## config.mk

```make
export PLATFORM = sky130hd
export DESIGN_NAME = prime_eval
export DESIGN_NICKNAME = d
export VERILOG_FILES = /design/src/rtl/prime_pkg.sv /design/src/rtl/prime_eval_bin2bcd_seq.sv /design/src/rtl/prime_eval.sv
export SDC_FILE = /design/constraint.sdc
export NUM_CORES = 1
export LEC_CHECK = 0
export ABC_AREA = 1
export CAP_MARGIN = 40
export CORE_MARGIN = 2
export CORE_UTILIZATION = 55
export DETAILED_ROUTE_END_ITERATION = 12
export HOLD_SLACK_MARGIN = 0.15
export PLACE_DENSITY = 0.75
export SLEW_MARGIN = 10
export SYNTH_ARGS = -nofsm -noshare
export SYNTH_HDL_FRONTEND = slang
export SYNTH_SLANG_ARGS = --single-unit
```

## constraint.sdc

```tcl
create_clock -name clk -period 5.9 [get_ports clk]
set_input_delay 1.18 -clock clk [delete_from_list [all_inputs] [get_ports clk]]
set_output_delay 1.18 -clock clk [all_outputs]
set_load 0.05 [all_outputs]
```

## src/rtl/prime_pkg.sv

```systemverilog
// Shared types and constants for the prime evaluator and its BCD converter.
package prime_pkg;

  localparam int NUM_W      = 10;
  localparam int BCD_DIGITS = 3;

  localparam logic [3:0] DIG_PRIME     = 4'h1;
  localparam logic [3:0] DIG_COMPOSITE = 4'hC;
  localparam logic [3:0] DIG_ERR       = 4'hF;

  typedef enum logic [2:0] {
    S_IDLE,
    S_LOAD,
    S_CHECK,
    S_DIV,
    S_TEST,
    S_BCD,
    S_DONE
  } state_t;

  typedef enum logic [1:0] {
    RES_COMPOSITE,
    RES_PRIME,
    RES_ERR
  } res_t;

endpackage

```

## src/rtl/prime_eval_bin2bcd_seq.sv

```systemverilog
// Sequential double-dabble converter: load on start, then one shift per cycle.
// done pulses in the cycle after the last shift; bcd holds until the next start.
module bin2bcd_seq
  import prime_pkg::*;
(
  input  logic                    clk,
  input  logic                    reset,
  input  logic                    start,
  input  logic [NUM_W-1:0]        bin,
  output logic                    done,
  output logic [4*BCD_DIGITS-1:0] bcd
);

  localparam int SR_W = 4*BCD_DIGITS + NUM_W;

  logic [SR_W-1:0] sr, sr_adj;
  logic            active;
  logic [3:0]      cnt;

  // add-3 correction on every BCD nibble that would overflow on the next shift
  always_comb begin
    sr_adj = sr;
    for (int i = 0; i < BCD_DIGITS; i++) begin
      if (sr[NUM_W+4*i +: 4] >= 4'd5)
        sr_adj[NUM_W+4*i +: 4] = sr[NUM_W+4*i +: 4] + 4'd3;
    end
  end

  always_ff @(posedge clk or posedge reset) begin
    if (reset) begin
      sr     <= '0;
      active <= 1'b0;
      cnt    <= '0;
      done   <= 1'b0;
    end else begin
      done <= 1'b0;
      if (start) begin
        sr     <= {{(4*BCD_DIGITS){1'b0}}, bin};
        cnt    <= '0;
        active <= 1'b1;
      end else if (active) begin
        sr  <= {sr_adj[SR_W-2:0], 1'b0};
        cnt <= cnt + 4'd1;
        if (cnt == 4'(NUM_W-1)) begin
          active <= 1'b0;
          done   <= 1'b1;
        end
      end
    end
  end

  assign bcd = sr[SR_W-1 -: 4*BCD_DIGITS];

endmodule

```

## src/rtl/prime_eval.sv

```systemverilog
// Trial-division prime test plus BCD formatting for a 4-digit display; results held between runs.
// Optional PRIME_AUTO_START_EN: a change of number_in while idle starts an evaluation by itself.
module prime_eval
  import prime_pkg::*;
#(
  parameter int MAX_VAL = 999
) (
  input  logic             clk,
  input  logic             reset,
  input  logic [NUM_W-1:0] number_in,
  input  logic             start,
  output logic             busy,
  output logic             done,
  output logic             is_prime,
  output logic [3:0]       digit3,
  output logic [3:0]       digit2,
  output logic [3:0]       digit1,
  output logic [3:0]       digit0
);

  localparam logic [NUM_W-1:0] MAX_N = NUM_W'(MAX_VAL);

  state_t state, state_nxt;
  res_t   res, res_nxt;

  logic [NUM_W-1:0] n, q;
  logic [4:0]       d, rem, rem_sub, rem_nxt;
  logic [3:0]       cnt;
  logic [5:0]       d_p1, rem_sh;
  logic [9:0]       sq_cur;
  logic [11:0]      sq_nxt;
  logic             go, accept, div_init, d_inc, bcd_start, bcd_done;
  logic [4*BCD_DIGITS-1:0] bcd;

`ifdef PRIME_AUTO_START_EN
  logic [NUM_W-1:0] last_val;
  assign go = !done && (start || (number_in != last_val));
`else
  assign go = start && !done;
`endif

  assign sq_cur = {5'b0, d} * {5'b0, d};
  assign d_p1   = {1'b0, d} + 6'd1;
  assign sq_nxt = {6'b0, d_p1} * {6'b0, d_p1};

  // one restoring-division step; low 5 bits suffice since the result is below d
  assign rem_sh  = {rem, q[NUM_W-1]};
  assign rem_sub = rem_sh[4:0] - d;
  assign rem_nxt = (rem_sh >= {1'b0, d}) ? rem_sub : rem_sh[4:0];

  always_comb begin
    state_nxt = state;
    res_nxt   = res;
    accept    = 1'b0;
    div_init  = 1'b0;
    d_inc     = 1'b0;
    case (state)
      S_IDLE: if (go) begin
        state_nxt = S_LOAD;
        accept    = 1'b1;
      end
      S_LOAD: state_nxt = S_CHECK;
      S_CHECK: begin
        if (n > MAX_N) begin
          state_nxt = S_DONE;
          res_nxt   = RES_ERR;
        end else if (n < 10'd2) begin
          state_nxt = S_BCD;
          res_nxt   = RES_COMPOSITE;
        end else if (sq_cur <= n) begin
          state_nxt = S_DIV;
          div_init  = 1'b1;
        end else begin
          state_nxt = S_BCD;
          res_nxt   = RES_PRIME;
        end
      end
      S_DIV: if (cnt == 4'(NUM_W-1)) state_nxt = S_TEST;
      S_TEST: begin
        if (rem == 5'd0) begin
          state_nxt = S_BCD;
          res_nxt   = RES_COMPOSITE;
        end else begin
          d_inc = 1'b1;
          if (sq_nxt <= {2'b00, n}) begin
            state_nxt = S_DIV;
            div_init  = 1'b1;
          end else begin
            state_nxt = S_BCD;
            res_nxt   = RES_PRIME;
          end
        end
      end
      S_BCD:  if (bcd_done) state_nxt = S_DONE;
      S_DONE: state_nxt = S_IDLE;
      default: state_nxt = S_IDLE;
    endcase
  end

  // converter loads on the edge that enters BCD so the state lasts exactly 11 cycles
  assign bcd_start = (state_nxt == S_BCD) && (state != S_BCD);

  always_ff @(posedge clk or posedge reset) begin
    if (reset) state <= S_IDLE;
    else       state <= state_nxt;
  end

  always_ff @(posedge clk or posedge reset) begin
    if (reset) begin
      res      <= RES_COMPOSITE;
      n        <= '0;
      q        <= '0;
      d        <= '0;
      rem      <= '0;
      cnt      <= '0;
      busy     <= 1'b0;
      done     <= 1'b0;
      is_prime <= 1'b0;
      digit3   <= 4'h0;
      digit2   <= 4'h0;
      digit1   <= 4'h0;
      digit0   <= 4'h0;
    end else begin
      res  <= res_nxt;
      done <= (state == S_DONE);
      if (accept) begin
        n    <= number_in;
        busy <= 1'b1;
      end
      if (state == S_LOAD) d <= 5'd2;
      if (d_inc)           d <= d + 5'd1;
      if (div_init) begin
        rem <= '0;
        q   <= n;
        cnt <= '0;
      end else if (state == S_DIV) begin
        rem <= rem_nxt;
        q   <= {q[NUM_W-2:0], 1'b0};
        cnt <= cnt + 4'd1;
      end
      if (state == S_DONE) begin
        busy     <= 1'b0;
        is_prime <= (res == RES_PRIME);
        if (res == RES_ERR) begin
          digit3 <= DIG_ERR;
          digit2 <= DIG_ERR;
          digit1 <= DIG_ERR;
          digit0 <= DIG_ERR;
        end else begin
          digit3 <= (res == RES_PRIME) ? DIG_PRIME : DIG_COMPOSITE;
          digit2 <= bcd[11:8];
          digit1 <= bcd[7:4];
          digit0 <= bcd[3:0];
        end
      end
    end
  end

`ifdef PRIME_AUTO_START_EN
  always_ff @(posedge clk or posedge reset) begin
    if (reset)       last_val <= '0;
    else if (accept) last_val <= number_in;
  end
`endif

  bin2bcd_seq u_bcd (
    .clk   (clk),
    .reset (reset),
    .start (bcd_start),
    .bin   (n),
    .done  (bcd_done),
    .bcd   (bcd)
  );

endmodule

```

==> metrics.cfg <==
[outcome]
status = complete, no violations

[worst_setup_path]
worstPathArrival_ns = 5.75
critPathMaxFanout = 38
critPathRequiredTime_ns = 6.16
cp-end-kind = flip-flop
cp_slowest_stage_delay_ns = 0.53
crit_type = flip-flop to flip-flop
reg2reg_setup_slack_ns = 0.41
crit_path_frequent_cell = nand2_1
worst_setup_path_start_kind = flip-flop
slowest_stage = fa_1

[final_layout]
design_area_um2 = 6710
areaGrowthSynthToFinish_pct = 12.2
nFillCells = 956
nNetsFinal = 888
post_route_cells_drive_above_1_share_pct = 6.70
antenna_cells = 0

[sta]
final-max-slew-violation-count = 0
finClkSkew_ns = 0.00893
layout_min_cycle_time_ns = 5.49
period_share_pct = 93.0
holdWs_ns = 0.490
setup_viol = 0
worstMarginPinSlew_ns = 0.859
max_freq_mhz = 182
rsz0062_at_grt = false
relSlewSlack_pct = 42.6
setup-tns-final_ns = 0
report.final.hold_viol_count = 0

[yosys]
syn-instance-count = 765
async_reset_ff_share_pct = 100
ys_seq_elements = 85
synth_top_area_share_pct = 35.6
synth_warnings = 0
synth.largest_area_cell = dfrtp_1
synth_edf_count = 0
synthTopCellsByArea = dfrtp_1, ha_1, nand2_1
ys_types = 40
synth.avg_cell_area_um2 = 7.82
ys_seq_area_share_pct = 35.6
ys.flop_type = dfrtp_1
netlist_area_um2 = 5980

[clock_network]
path_clk_slew_ns = 0.09
clock_path_buffers = 2
clk-insertion-delay-late_ns = 0.38
numCtsBuffers = 9
cts_tree = done
cts_hold_buf = 0
cts-root-buf = clkbuf_8
clkSinkCount = 85
h-tree-depth = 3

[global_routing]
overflow = 0
grt_pass1_wl_mm = 22.5
grt_pass1_vias = 4754
antenna_found_initial = 0
grt_max_degree = 45
grt_use_total_pct = 24.8

[route]
routed_wl_mm = 13.5
via_count = 5106
first_pass_iters = 6
first_iter_violations = 443
drtAntennaViolNets = 0
drc = 0
wl_per_cell_um = 14.3
via_per_inst = 5.40

[floorplan]
initial_core_util_pct = 55.6
die_w_um = 108
dieArea_um2 = 11700
core-area_um2 = 10700
die_h_um = 108
ios = 32
rows = 38

[power_and_ir_drop]
clkPwrFrac_pct = 13.8
cell_internal_pwr_uw = 1800
switchingPower_uw = 1670
ir_worst_vdd_mv = 0.324
power_frac_comb_pct = 55.1
p_leak_uw = 0.00373
swShare_pct = 48.1
power_frac_seq_pct = 31.1
powerDensity_nw_per_um2 = 517

[placement]
io_buffer_count = 31
placed_area_um2 = 6430
finalWeightedCongestion = 0.899
dpl.hpwl_mm = 9.95

[job]
maxCapViolCount = 0

[worst_hold_path]
hold_class = flip-flop to flip-flop

-- critical path, delay by kind of cell (launching register included) --
kind / cells / cell delay [ns]
AND/OR/NAND/NOR: 17 / 1.92
buffers and inverters: 4 / 0.47
XOR/XNOR: 1 / 0.08
adder cells (fa/ha/maj): 6 / 2.39
flip-flops: 1 / 0.49
-- sequential cells by signal (all words and copies together) (netlist names) --
signal	cells
d	5
digit2	4
u_bcd.sr	22
res	2
cnt	4
busy	1
is_prime	1
u_bcd.done	1
digit3	3
done	1
digit0	4
u_bcd.active	1
rem	5
u_bcd.cnt	4
state	3
digit1	4
q	10
n	10
-- worst paths after layout --
path | startpoint | endpoint | depth (start not counted)
worst max-delay path | d[1] | u_bcd.sr[3] | 28
worst min-delay path | q[5] | q[5] | 2
worst max register to register | d[1] | u_bcd.sr[3] | 28
worst min register to register | q[5] | q[5] | 2
max in group asynchronous | reset | u_bcd.cnt[0] | 3
min in group asynchronous | reset | cnt[2] | 2
-- cell usage after synthesis (2+ instances only) --
cell	count
a21boi_0	6
a21o_1	2
a21oi_1	37
a2bb2oi_1	12
buf_2	5
buf_4	3
buf_6	3
clkbuf_1	9
dfrtp_1	85
fa_1	11
ha_1	63
inv_1	120
inv_2	4
nand2_1	189
nand2_2	4
nand3_1	33
nand3_2	2
nand4_1	20
nor2_1	60
nor2_4	3
nor3_1	5
o21ai_0	43
o22ai_1	8
or2_2	4
xnor2_1	10
xor2_1	10
-- through the flow --
| step | total power (µW) | utilization (%) | std cells | worst slack [ns] |
|---|---|---|---|---|
| final | 3470 | 62.4 | 946 | 0.412 |
| after global routing | 3790 | 62.4 | 946 | 0.0252 |
| after CTS | 3460 | 62.0 | 941 | 0.272 |
| after detailed placement | 2960 | 59.9 | 925 | 0.296 |
| after global placement | 2870 | 59.8 | 924 | 0.483 |
| after floorplan | 2460 | - | 766 | 0.727 |
-- final cells by class --
cell class                      count  area, µm²  area share, %
Clock buffer                       11        151           2.26
Clock inverter                      5       82.6           1.23
Inverter                          124        467           6.96
Multi-Input combinational cell    536       3280           48.9
Sequential cell                    85       2130           31.7
Tap cell                          140        175           2.61
Timing Repair Buffer               45        428           6.38
-- placed cells by master, fill, tap and decap left out, types with 11 or more instances in the layout --
master,n
buf_4,13
clkdlybuf4s50_1,31
dfrtp_1,85
a21oi_1,37
nor2_1,59
o21ai_0,43
inv_1,119
nand4_1,20
ha_1,63
nand3_1,32
fa_1,11
nand2_1,189
clkbuf_8,11
a2bb2oi_1,12
-- power by group through the flow --
| stage | sequential (µW) | combinational [µW] | clock [µW] |
|---|---|---|---|
| 2_1_floorplan | 1200 | 1260 | 0 |
| 3_3_place_gp | 1070 | 1800 | 0 |
| 3_5_place_dp | 1080 | 1880 | 0 |
| 4_1_cts | 1070 | 1900 | 487 |
| 5_1_grt | 1110 | 2150 | 519 |
| 6_report | 1080 | 1910 | 480 |
-- timing repair --
item                                   CTS  global route
buffers inserted                         0             5
endpoints found under the hold margin    0             0
setup endpoints to repair                0            41
gates resized for setup                  0             2
-- logic make-up (layout without fill, tap and decap cells) --
group,after synthesis,in the layout,share of synthesized area (%)
other,1,2,0.0627
flip-flops,85,85,35.6
XOR/XNOR,20,20,2.93
AO/OA/AOI/OAI,115,115,11.2
adder cells (fa/ha/maj),74,74,16.9
buffers and inverters,145,185,9.77
multiplexers,1,1,0.188
AND/OR/NAND/NOR,324,324,23.4
-- layer usage --
layer  wire length, µm  global-route usage, %  part of all wire, %
met1              6110                   33.0                   45
met2              6440                   40.9                   48
met3               644                   3.25                  4.8
met4               306                   9.89                  2.3
met5                 0                      0                    0
(Power assumes the default switching activity.)
